==> config.mk <==
export PLATFORM = sky130hd
export DESIGN_NAME = mem_arbiter_flat
export DESIGN_NICKNAME = d
export VERILOG_FILES = /design/src/rtl/mem_arb_pkg.sv /design/src/rtl/mem_arbiter_if.sv /design/src/rtl/mem_arb_grant.sv /design/src/rtl/mem_arbiter.sv /design/src/flat_wrapper.sv
export SDC_FILE = /design/constraint.sdc
export NUM_CORES = 1
export LEC_CHECK = 0
export CORE_MARGIN = 3
export CORE_UTILIZATION = 44
export DETAILED_ROUTE_END_ITERATION = 8
export GPL_ROUTABILITY_DRIVEN = 0
export PLACE_DENSITY_LB_ADDON = 0.25
export SYNTH_ARGS = -nofsm -noshare
export SYNTH_HDL_FRONTEND = slang
export SYNTH_SLANG_ARGS = --single-unit
==> constraint.sdc <==
create_clock -name clk -period 4.5 [get_ports clk]
set_clock_uncertainty 0.05 [all_clocks]
set_input_delay 1.35 -clock clk [delete_from_list [all_inputs] [get_ports clk]]
set_output_delay 1.35 -clock clk [all_outputs]
set_load 0.01 [all_outputs]
==> src/rtl/mem_arb_pkg.sv <==
// mem_arb_pkg: shared types and default widths for the memory arbiter slice.
package mem_arb_pkg;

   localparam int unsigned ADDR_W_DEF = 16;
   localparam int unsigned DATA_W_DEF = 16;
   localparam int unsigned MASK_W_DEF = DATA_W_DEF / 8;

   typedef enum logic [2:0] {
      IDLE,
      I_ACC,
      D_ACC,
      RESPOND,
      RECOVER
   } arb_state_t;

   typedef enum logic {
      GRANT_I,
      GRANT_D
   } grant_t;

endpackage

==> src/rtl/mem_arbiter_if.sv <==
// mem_arbiter_if: fetch port, data port and physical memory port of the arbiter.
// The slave modport is the arbiter's view; master is the CPU/memory side.
interface mem_arbiter_if
   import mem_arb_pkg::*;
#(
   parameter int unsigned ADDR_W = ADDR_W_DEF,
   parameter int unsigned DATA_W = DATA_W_DEF,
   parameter int unsigned MASK_W = DATA_W / 8
);
   // instruction-fetch port
   logic              i_read;
   logic [ADDR_W-1:0] i_address;
   logic [DATA_W-1:0] i_rdata;
   logic              i_resp;
   // data port
   logic              d_read;
   logic              d_write;
   logic [ADDR_W-1:0] d_address;
   logic [DATA_W-1:0] d_wdata;
   logic [MASK_W-1:0] d_wmask;
   logic [DATA_W-1:0] d_rdata;
   logic              d_resp;
   // physical memory port
   logic              pmem_read;
   logic              pmem_write;
   logic [ADDR_W-1:0] pmem_address;
   logic [DATA_W-1:0] pmem_wdata;
   logic [MASK_W-1:0] pmem_wmask;
   logic [DATA_W-1:0] pmem_rdata;
   logic              pmem_resp;

   modport slave (
      input  i_read, i_address,
      output i_rdata, i_resp,
      input  d_read, d_write, d_address, d_wdata, d_wmask,
      output d_rdata, d_resp,
      output pmem_read, pmem_write, pmem_address, pmem_wdata, pmem_wmask,
      input  pmem_rdata, pmem_resp
   );

   modport master (
      output i_read, i_address,
      input  i_rdata, i_resp,
      output d_read, d_write, d_address, d_wdata, d_wmask,
      input  d_rdata, d_resp,
      input  pmem_read, pmem_write, pmem_address, pmem_wdata, pmem_wmask,
      output pmem_rdata, pmem_resp
   );

endinterface

==> src/rtl/mem_arb_grant.sv <==
// mem_arb_grant: picks which port wins when the arbiter is idle.
// Default: fixed priority, data over instruction.
// MEM_ARB_RR_EN: round robin on contention using a last_grant register.
module mem_arb_grant
   import mem_arb_pkg::*;
(
`ifdef MEM_ARB_RR_EN
   input  logic   clk,
   input  logic   rst,
   input  logic   idle,
`endif
   input  logic   i_req,
   input  logic   d_req,
   output logic   grant_valid,
   output grant_t grant
);

`ifdef MEM_ARB_RR_EN
   grant_t last_grant_q, last_grant_d;

   // contention goes to the port not granted last; a lone requester always wins
   always_comb begin
      grant_valid  = i_req | d_req;
      if (i_req && d_req) begin
         grant = (last_grant_q == GRANT_I) ? GRANT_D : GRANT_I;
      end else if (d_req) begin
         grant = GRANT_D;
      end else begin
         grant = GRANT_I;
      end
      last_grant_d = last_grant_q;
      if (idle && grant_valid) begin
         last_grant_d = grant;
      end
   end

   // remember the most recent grant
   always_ff @(posedge clk or posedge rst) begin
      if (rst) begin
         last_grant_q <= GRANT_I;
      end else begin
         last_grant_q <= last_grant_d;
      end
   end
`else
   // fixed priority: data port first
   always_comb begin
      grant_valid = i_req | d_req;
      grant       = d_req ? GRANT_D : GRANT_I;
   end
`endif

endmodule

==> src/rtl/mem_arbiter.sv <==
// mem_arbiter: arbitrates fetch and data requests onto one physical memory port.
// Each grant is latched, the memory strobe held until pmem_resp, then a single
// registered resp pulse is returned followed by a recovery cycle.
// Optional macro MEM_ARB_RR_EN selects round-robin arbitration.
module mem_arbiter
   import mem_arb_pkg::*;
#(
   parameter int unsigned ADDR_W = ADDR_W_DEF,
   parameter int unsigned DATA_W = DATA_W_DEF,
   parameter int unsigned MASK_W = DATA_W / 8
)(
   input logic           clk,
   input logic           rst,
   mem_arbiter_if.slave  bus
);

   arb_state_t        state_q, state_d;
   logic [DATA_W-1:0] i_rdata_q, i_rdata_d;
   logic [DATA_W-1:0] d_rdata_q, d_rdata_d;
   logic              i_resp_q, i_resp_d;
   logic              d_resp_q, d_resp_d;
   logic              pmem_read_q, pmem_read_d;
   logic              pmem_write_q, pmem_write_d;
   logic [ADDR_W-1:0] pmem_address_q, pmem_address_d;
   logic [DATA_W-1:0] pmem_wdata_q, pmem_wdata_d;
   logic [MASK_W-1:0] pmem_wmask_q, pmem_wmask_d;

   logic   d_req;
   logic   grant_valid;
   grant_t grant;

   assign d_req = bus.d_read | bus.d_write;

   mem_arb_grant u_grant (
`ifdef MEM_ARB_RR_EN
      .clk         (clk),
      .rst         (rst),
      .idle        (state_q == IDLE),
`endif
      .i_req       (bus.i_read),
      .d_req       (d_req),
      .grant_valid (grant_valid),
      .grant       (grant)
   );

   // next-state and registered-output computation
   always_comb begin
      state_d        = state_q;
      i_rdata_d      = i_rdata_q;
      d_rdata_d      = d_rdata_q;
      i_resp_d       = 1'b0;
      d_resp_d       = 1'b0;
      pmem_read_d    = pmem_read_q;
      pmem_write_d   = pmem_write_q;
      pmem_address_d = pmem_address_q;
      pmem_wdata_d   = pmem_wdata_q;
      pmem_wmask_d   = pmem_wmask_q;

      unique case (state_q)
         IDLE: begin
            if (grant_valid) begin
               if (grant == GRANT_D) begin
                  // a simultaneous read+write is treated as a write
                  pmem_write_d   = bus.d_write;
                  pmem_read_d    = ~bus.d_write;
                  pmem_address_d = bus.d_address;
                  pmem_wdata_d   = bus.d_wdata;
                  pmem_wmask_d   = bus.d_wmask;
                  state_d        = D_ACC;
               end else begin
                  pmem_read_d    = 1'b1;
                  pmem_write_d   = 1'b0;
                  pmem_address_d = bus.i_address;
                  pmem_wdata_d   = '0;
                  pmem_wmask_d   = '0;
                  state_d        = I_ACC;
               end
            end
         end
         I_ACC: begin
            if (bus.pmem_resp) begin
               i_rdata_d   = bus.pmem_rdata;
               i_resp_d    = 1'b1;
               pmem_read_d = 1'b0;
               state_d     = RESPOND;
            end
         end
         D_ACC: begin
            if (bus.pmem_resp) begin
               if (!pmem_write_q) begin
                  d_rdata_d = bus.pmem_rdata;
               end
               d_resp_d     = 1'b1;
               pmem_read_d  = 1'b0;
               pmem_write_d = 1'b0;
               state_d      = RESPOND;
            end
         end
         // resp pulse is already on the outputs; it drops next cycle
         RESPOND: state_d = RECOVER;
         // requests ignored here so a requester can deassert
         RECOVER: state_d = IDLE;
         default: state_d = IDLE;
      endcase
   end

   // state and output registers, cleared asynchronously
   always_ff @(posedge clk or posedge rst) begin
      if (rst) begin
         state_q        <= IDLE;
         i_rdata_q      <= '0;
         d_rdata_q      <= '0;
         i_resp_q       <= 1'b0;
         d_resp_q       <= 1'b0;
         pmem_read_q    <= 1'b0;
         pmem_write_q   <= 1'b0;
         pmem_address_q <= '0;
         pmem_wdata_q   <= '0;
         pmem_wmask_q   <= '0;
      end else begin
         state_q        <= state_d;
         i_rdata_q      <= i_rdata_d;
         d_rdata_q      <= d_rdata_d;
         i_resp_q       <= i_resp_d;
         d_resp_q       <= d_resp_d;
         pmem_read_q    <= pmem_read_d;
         pmem_write_q   <= pmem_write_d;
         pmem_address_q <= pmem_address_d;
         pmem_wdata_q   <= pmem_wdata_d;
         pmem_wmask_q   <= pmem_wmask_d;
      end
   end

   assign bus.i_rdata      = i_rdata_q;
   assign bus.d_rdata      = d_rdata_q;
   assign bus.i_resp       = i_resp_q;
   assign bus.d_resp       = d_resp_q;
   assign bus.pmem_read    = pmem_read_q;
   assign bus.pmem_write   = pmem_write_q;
   assign bus.pmem_address = pmem_address_q;
   assign bus.pmem_wdata   = pmem_wdata_q;
   assign bus.pmem_wmask   = pmem_wmask_q;

   // the data port should never request a read and a write at once
   a_no_rd_wr: assert property (@(posedge clk) disable iff (rst)
      !(bus.d_read && bus.d_write));

endmodule

==> src/flat_wrapper.sv <==
// flat-port wrapper written by rule: the top's interface ports become plain ports
module mem_arbiter_flat import mem_arb_pkg::*;
#(
   parameter int unsigned ADDR_W = ADDR_W_DEF,
   parameter int unsigned DATA_W = DATA_W_DEF,
   parameter int unsigned MASK_W = DATA_W / 8
)
  (clk, rst, bus_i_read, bus_i_address, bus_i_rdata, bus_i_resp, bus_d_read, bus_d_write, bus_d_address, bus_d_wdata, bus_d_wmask, bus_d_rdata, bus_d_resp, bus_pmem_read, bus_pmem_write, bus_pmem_address, bus_pmem_wdata, bus_pmem_wmask, bus_pmem_rdata, bus_pmem_resp);
  mem_arbiter_if #(.ADDR_W(ADDR_W), .DATA_W(DATA_W), .MASK_W(MASK_W)) bus_i ();
  input logic clk;
  input logic rst;
  input wire logic [$bits(bus_i.i_read)-1:0] bus_i_read;
  input wire logic [$bits(bus_i.i_address)-1:0] bus_i_address;
  output wire logic [$bits(bus_i.i_rdata)-1:0] bus_i_rdata;
  output wire logic [$bits(bus_i.i_resp)-1:0] bus_i_resp;
  input wire logic [$bits(bus_i.d_read)-1:0] bus_d_read;
  input wire logic [$bits(bus_i.d_write)-1:0] bus_d_write;
  input wire logic [$bits(bus_i.d_address)-1:0] bus_d_address;
  input wire logic [$bits(bus_i.d_wdata)-1:0] bus_d_wdata;
  input wire logic [$bits(bus_i.d_wmask)-1:0] bus_d_wmask;
  output wire logic [$bits(bus_i.d_rdata)-1:0] bus_d_rdata;
  output wire logic [$bits(bus_i.d_resp)-1:0] bus_d_resp;
  output wire logic [$bits(bus_i.pmem_read)-1:0] bus_pmem_read;
  output wire logic [$bits(bus_i.pmem_write)-1:0] bus_pmem_write;
  output wire logic [$bits(bus_i.pmem_address)-1:0] bus_pmem_address;
  output wire logic [$bits(bus_i.pmem_wdata)-1:0] bus_pmem_wdata;
  output wire logic [$bits(bus_i.pmem_wmask)-1:0] bus_pmem_wmask;
  input wire logic [$bits(bus_i.pmem_rdata)-1:0] bus_pmem_rdata;
  input wire logic [$bits(bus_i.pmem_resp)-1:0] bus_pmem_resp;
  assign bus_i.i_read = bus_i_read;
  assign bus_i.i_address = bus_i_address;
  assign bus_i_rdata = bus_i.i_rdata;
  assign bus_i_resp = bus_i.i_resp;
  assign bus_i.d_read = bus_d_read;
  assign bus_i.d_write = bus_d_write;
  assign bus_i.d_address = bus_d_address;
  assign bus_i.d_wdata = bus_d_wdata;
  assign bus_i.d_wmask = bus_d_wmask;
  assign bus_d_rdata = bus_i.d_rdata;
  assign bus_d_resp = bus_i.d_resp;
  assign bus_pmem_read = bus_i.pmem_read;
  assign bus_pmem_write = bus_i.pmem_write;
  assign bus_pmem_address = bus_i.pmem_address;
  assign bus_pmem_wdata = bus_i.pmem_wdata;
  assign bus_pmem_wmask = bus_i.pmem_wmask;
  assign bus_i.pmem_rdata = bus_pmem_rdata;
  assign bus_i.pmem_resp = bus_pmem_resp;
  mem_arbiter #(.ADDR_W(ADDR_W), .DATA_W(DATA_W), .MASK_W(MASK_W)) u_core (.clk(clk), .rst(rst), .bus(bus_i));
endmodule
==> run summary <==
post-DP HPWL = 5080 um
die width = 88.0 um
final worst slack = 1.35 ns
unrepaired setup endpoints after global routing = false
Final nets = 406
number of global-route vias before repair = 2136
FFs w/ async S/R, synth = 1.00
Syn-to-layout area delta = 57.2%
CP Launch Type = input pin
routed vias/inst = 5.04
hold path cells = 1
buffers added on ports = 141
synth warn = 0
Die H = 88.0 um
Hold Buf Count CTS = 0
Initial DRC Count = 77
leak pwr = 0.00195 uW
met2 Use GR = 0.286
total track usage = 0.185
reg2reg end = u_core.bus.pmem_wmask[1]
Worst-Skew Late Latency = 0.33 ns
Syn Area/Cell = 15.8 sq um
worst-margin pin slew = 1.19 ns
Root Buffer Master = clkbuf_8
first-pass GRT wire length = 10800 um
Hold Violations, Final = 0
Sink Count = 73
WHS Endpoint = u_core.bus.i_rdata[8]
Distinct cells, synth = 27
CTS resizes = 0
Max VDD drop = 372 uV
post-route cell area = 0.00466 sq mm
fin crit share = 0.701
Initial Util = 0.461
setup TNS = 0 ns
H-tree levels = 3
RR Startpoint = u_core.state_q[1]
largest net degree at the start of global routing = 45
sequential area share after synthesis = 0.617
met3 GRT Util = 0.0621
Max stage delay on crit path = 0.93 ns
initial antenna violation count = 0
cells on worst reg2reg path = 3
hold wc startpoint = u_core.bus.i_rdata[8]
DRC viols = 0
TritonCTS clock tree = done
Post-synth EDFFs = 0
crit-path cells = clkdlybuf4s50_1, nor2_2, buf_4, nor2b_1, a22o_1
WL per Instance = 16.7 um
max_slew headroom = 0.205
DRT Pass-1 Iters = 5
CP Data Required Time = 4.71 ns
I/O pin count = 142
pwr dens = 678 mW/mm^2
Crit Path Category = in -> reg
max-cap violations = 0
endpoints failing setup = 0
Placed Cells = 400
non-filler instance count after layout = 416
TritonCTS buffer count = 9
ys flop type = dfrtp_1
die area = 0.00775 sq mm
fin util = 0.725
commonest non-fill, non-tap cell in the layout = clkdlybuf4s50_1
Vias = 2096
Ant. Diodes = 0
Hold Path Class = reg -> reg
met1 usage = 0.240
core area = 0.00642 sq mm
final WL = 6940 um
placed inst area = 0.00444 sq mm
global route overflow = 0
worst-path maximum fanout = 19
crit path DAT = 3.37 ns
fin. max-slew vios = 0
Clock Pin Slew Worst Setup and Hold Paths = 0.08 ns
crit path max-delay cell type = nor2b_1
fmax = 317 MHz
#FFs+latches synth = 73
Syn Inst Count = 188
syn_nets = 260
Critical Path Start = bus_d_write
nature of the critical path endpoint = flop
Netlist Area Pre-Place = 0.00296 sq mm
layout cells sized above 1 = 0.242
Post-CTS Setup Bufs = 0
Most Crowded Layer GR = met2
DRT antenna net count = 0
Max Root-Sink Buffers = 2
status = completed
r2r setup slk = 2.35 ns
DP Worst Slack = 0.988 ns
commonest cells after routing, fill and taps aside = 141 x clkdlybuf4s50_1, 73 x dfrtp_1, 55 x mux2_2, 18 x a22o_1, 12 x clkbuf_8
Cell Rows = 29
Final min period = 3.15 ns
[how the worst max path moves through the flow]
| stage | depth (start not counted) | slack, ns | endpoint |
|---|---|---|---|
| 2_1_floorplan | 1 | 1.25 | u_core.bus.d_rdata[0] |
| 3_3_place_gp | 5 | 1.09 | u_core.bus.pmem_wdata[10] |
| 3_5_place_dp | 5 | 0.99 | u_core.bus.pmem_wmask[1] |
| 4_1_cts | 5 | 1.35 | u_core.bus.pmem_wmask[1] |
| 5_1_grt | 5 | 1.19 | u_core.bus.pmem_wmask[1] |
| 6_report | 5 | 1.35 | u_core.bus.pmem_wmask[1] |
[metal layers]
metal	wire length [um]	part of all wire
met5	0	0
met4	83	0.012
met3	571	0.082
met2	3360	0.48
met1	2920	0.42
[worst max-delay path: cells and delay by family]
kind | cells | cell delay, ns
AOI/OAI and AO/OA | 1 | 0.26
buffers and inverters | 2 | 0.76
and+or+nand+nor | 2 | 0.99
[flip-flops by register name, indices dropped and copies added, names as in the netlist]
name / count
u_core.bus.d_rdata: 16
u_core.bus.i_rdata: 16
u_core.bus.pmem_address: 16
u_core.bus.pmem_wdata: 16
u_core.state_q: 3
u_core.bus.pmem_wmask: 2
u_core.bus.d_resp: 1
u_core.bus.i_resp: 1
u_core.bus.pmem_read: 1
u_core.bus.pmem_write: 1
[synthesized netlist by cell type, types with 2 or more instances]
cell     number  area [sq um]
nand2_1       2          7.51
buf_2         4          20.0
mux2_1        9           101
a21oi_1       2          10.0
a22o_1       18           158
buf_6         2          22.5
inv_1         4          15.0
buf_4         2          15.0
mux2_2       55           619
dfrtp_1      73          1830
[power by group]
part	internal [uW]	leakage (uW)	switching [uW]
combinational	909	0.000954	546
sequential	977	0.000887	185
clock	301	0.000105	238
total	2190	0.00195	969
[per-stage QoR]
step	hold WS, ns	total power, uW
3_3_place_gp	0.418	2600
3_5_place_dp	0.424	2650
4_1_cts	0.441	3190
2_1_floorplan	0.479	1850
6_report	0.439	3160
5_1_grt	0.451	3350
[final cells by class]
class	instances	area, sq um
Sequential cell	73	1830
Fill cell	456	1770
Inverter	5	18.8
Multi-Input combinational cell	101	1050
Clock inverter	4	50.0
Timing Repair Buffer	144	1450
Clock buffer	12	165
Tap cell	77	96.3
[kinds of logic after synthesis]
kind of cell    after synthesis  share of synthesized area
flops                        73                      0.617
mux                          65                      0.247
compound gates               25                     0.0744
buf+inv                      14                     0.0275
simple gates                 11                     0.0347
Note: power is estimated with default switching activity, not from simulation.
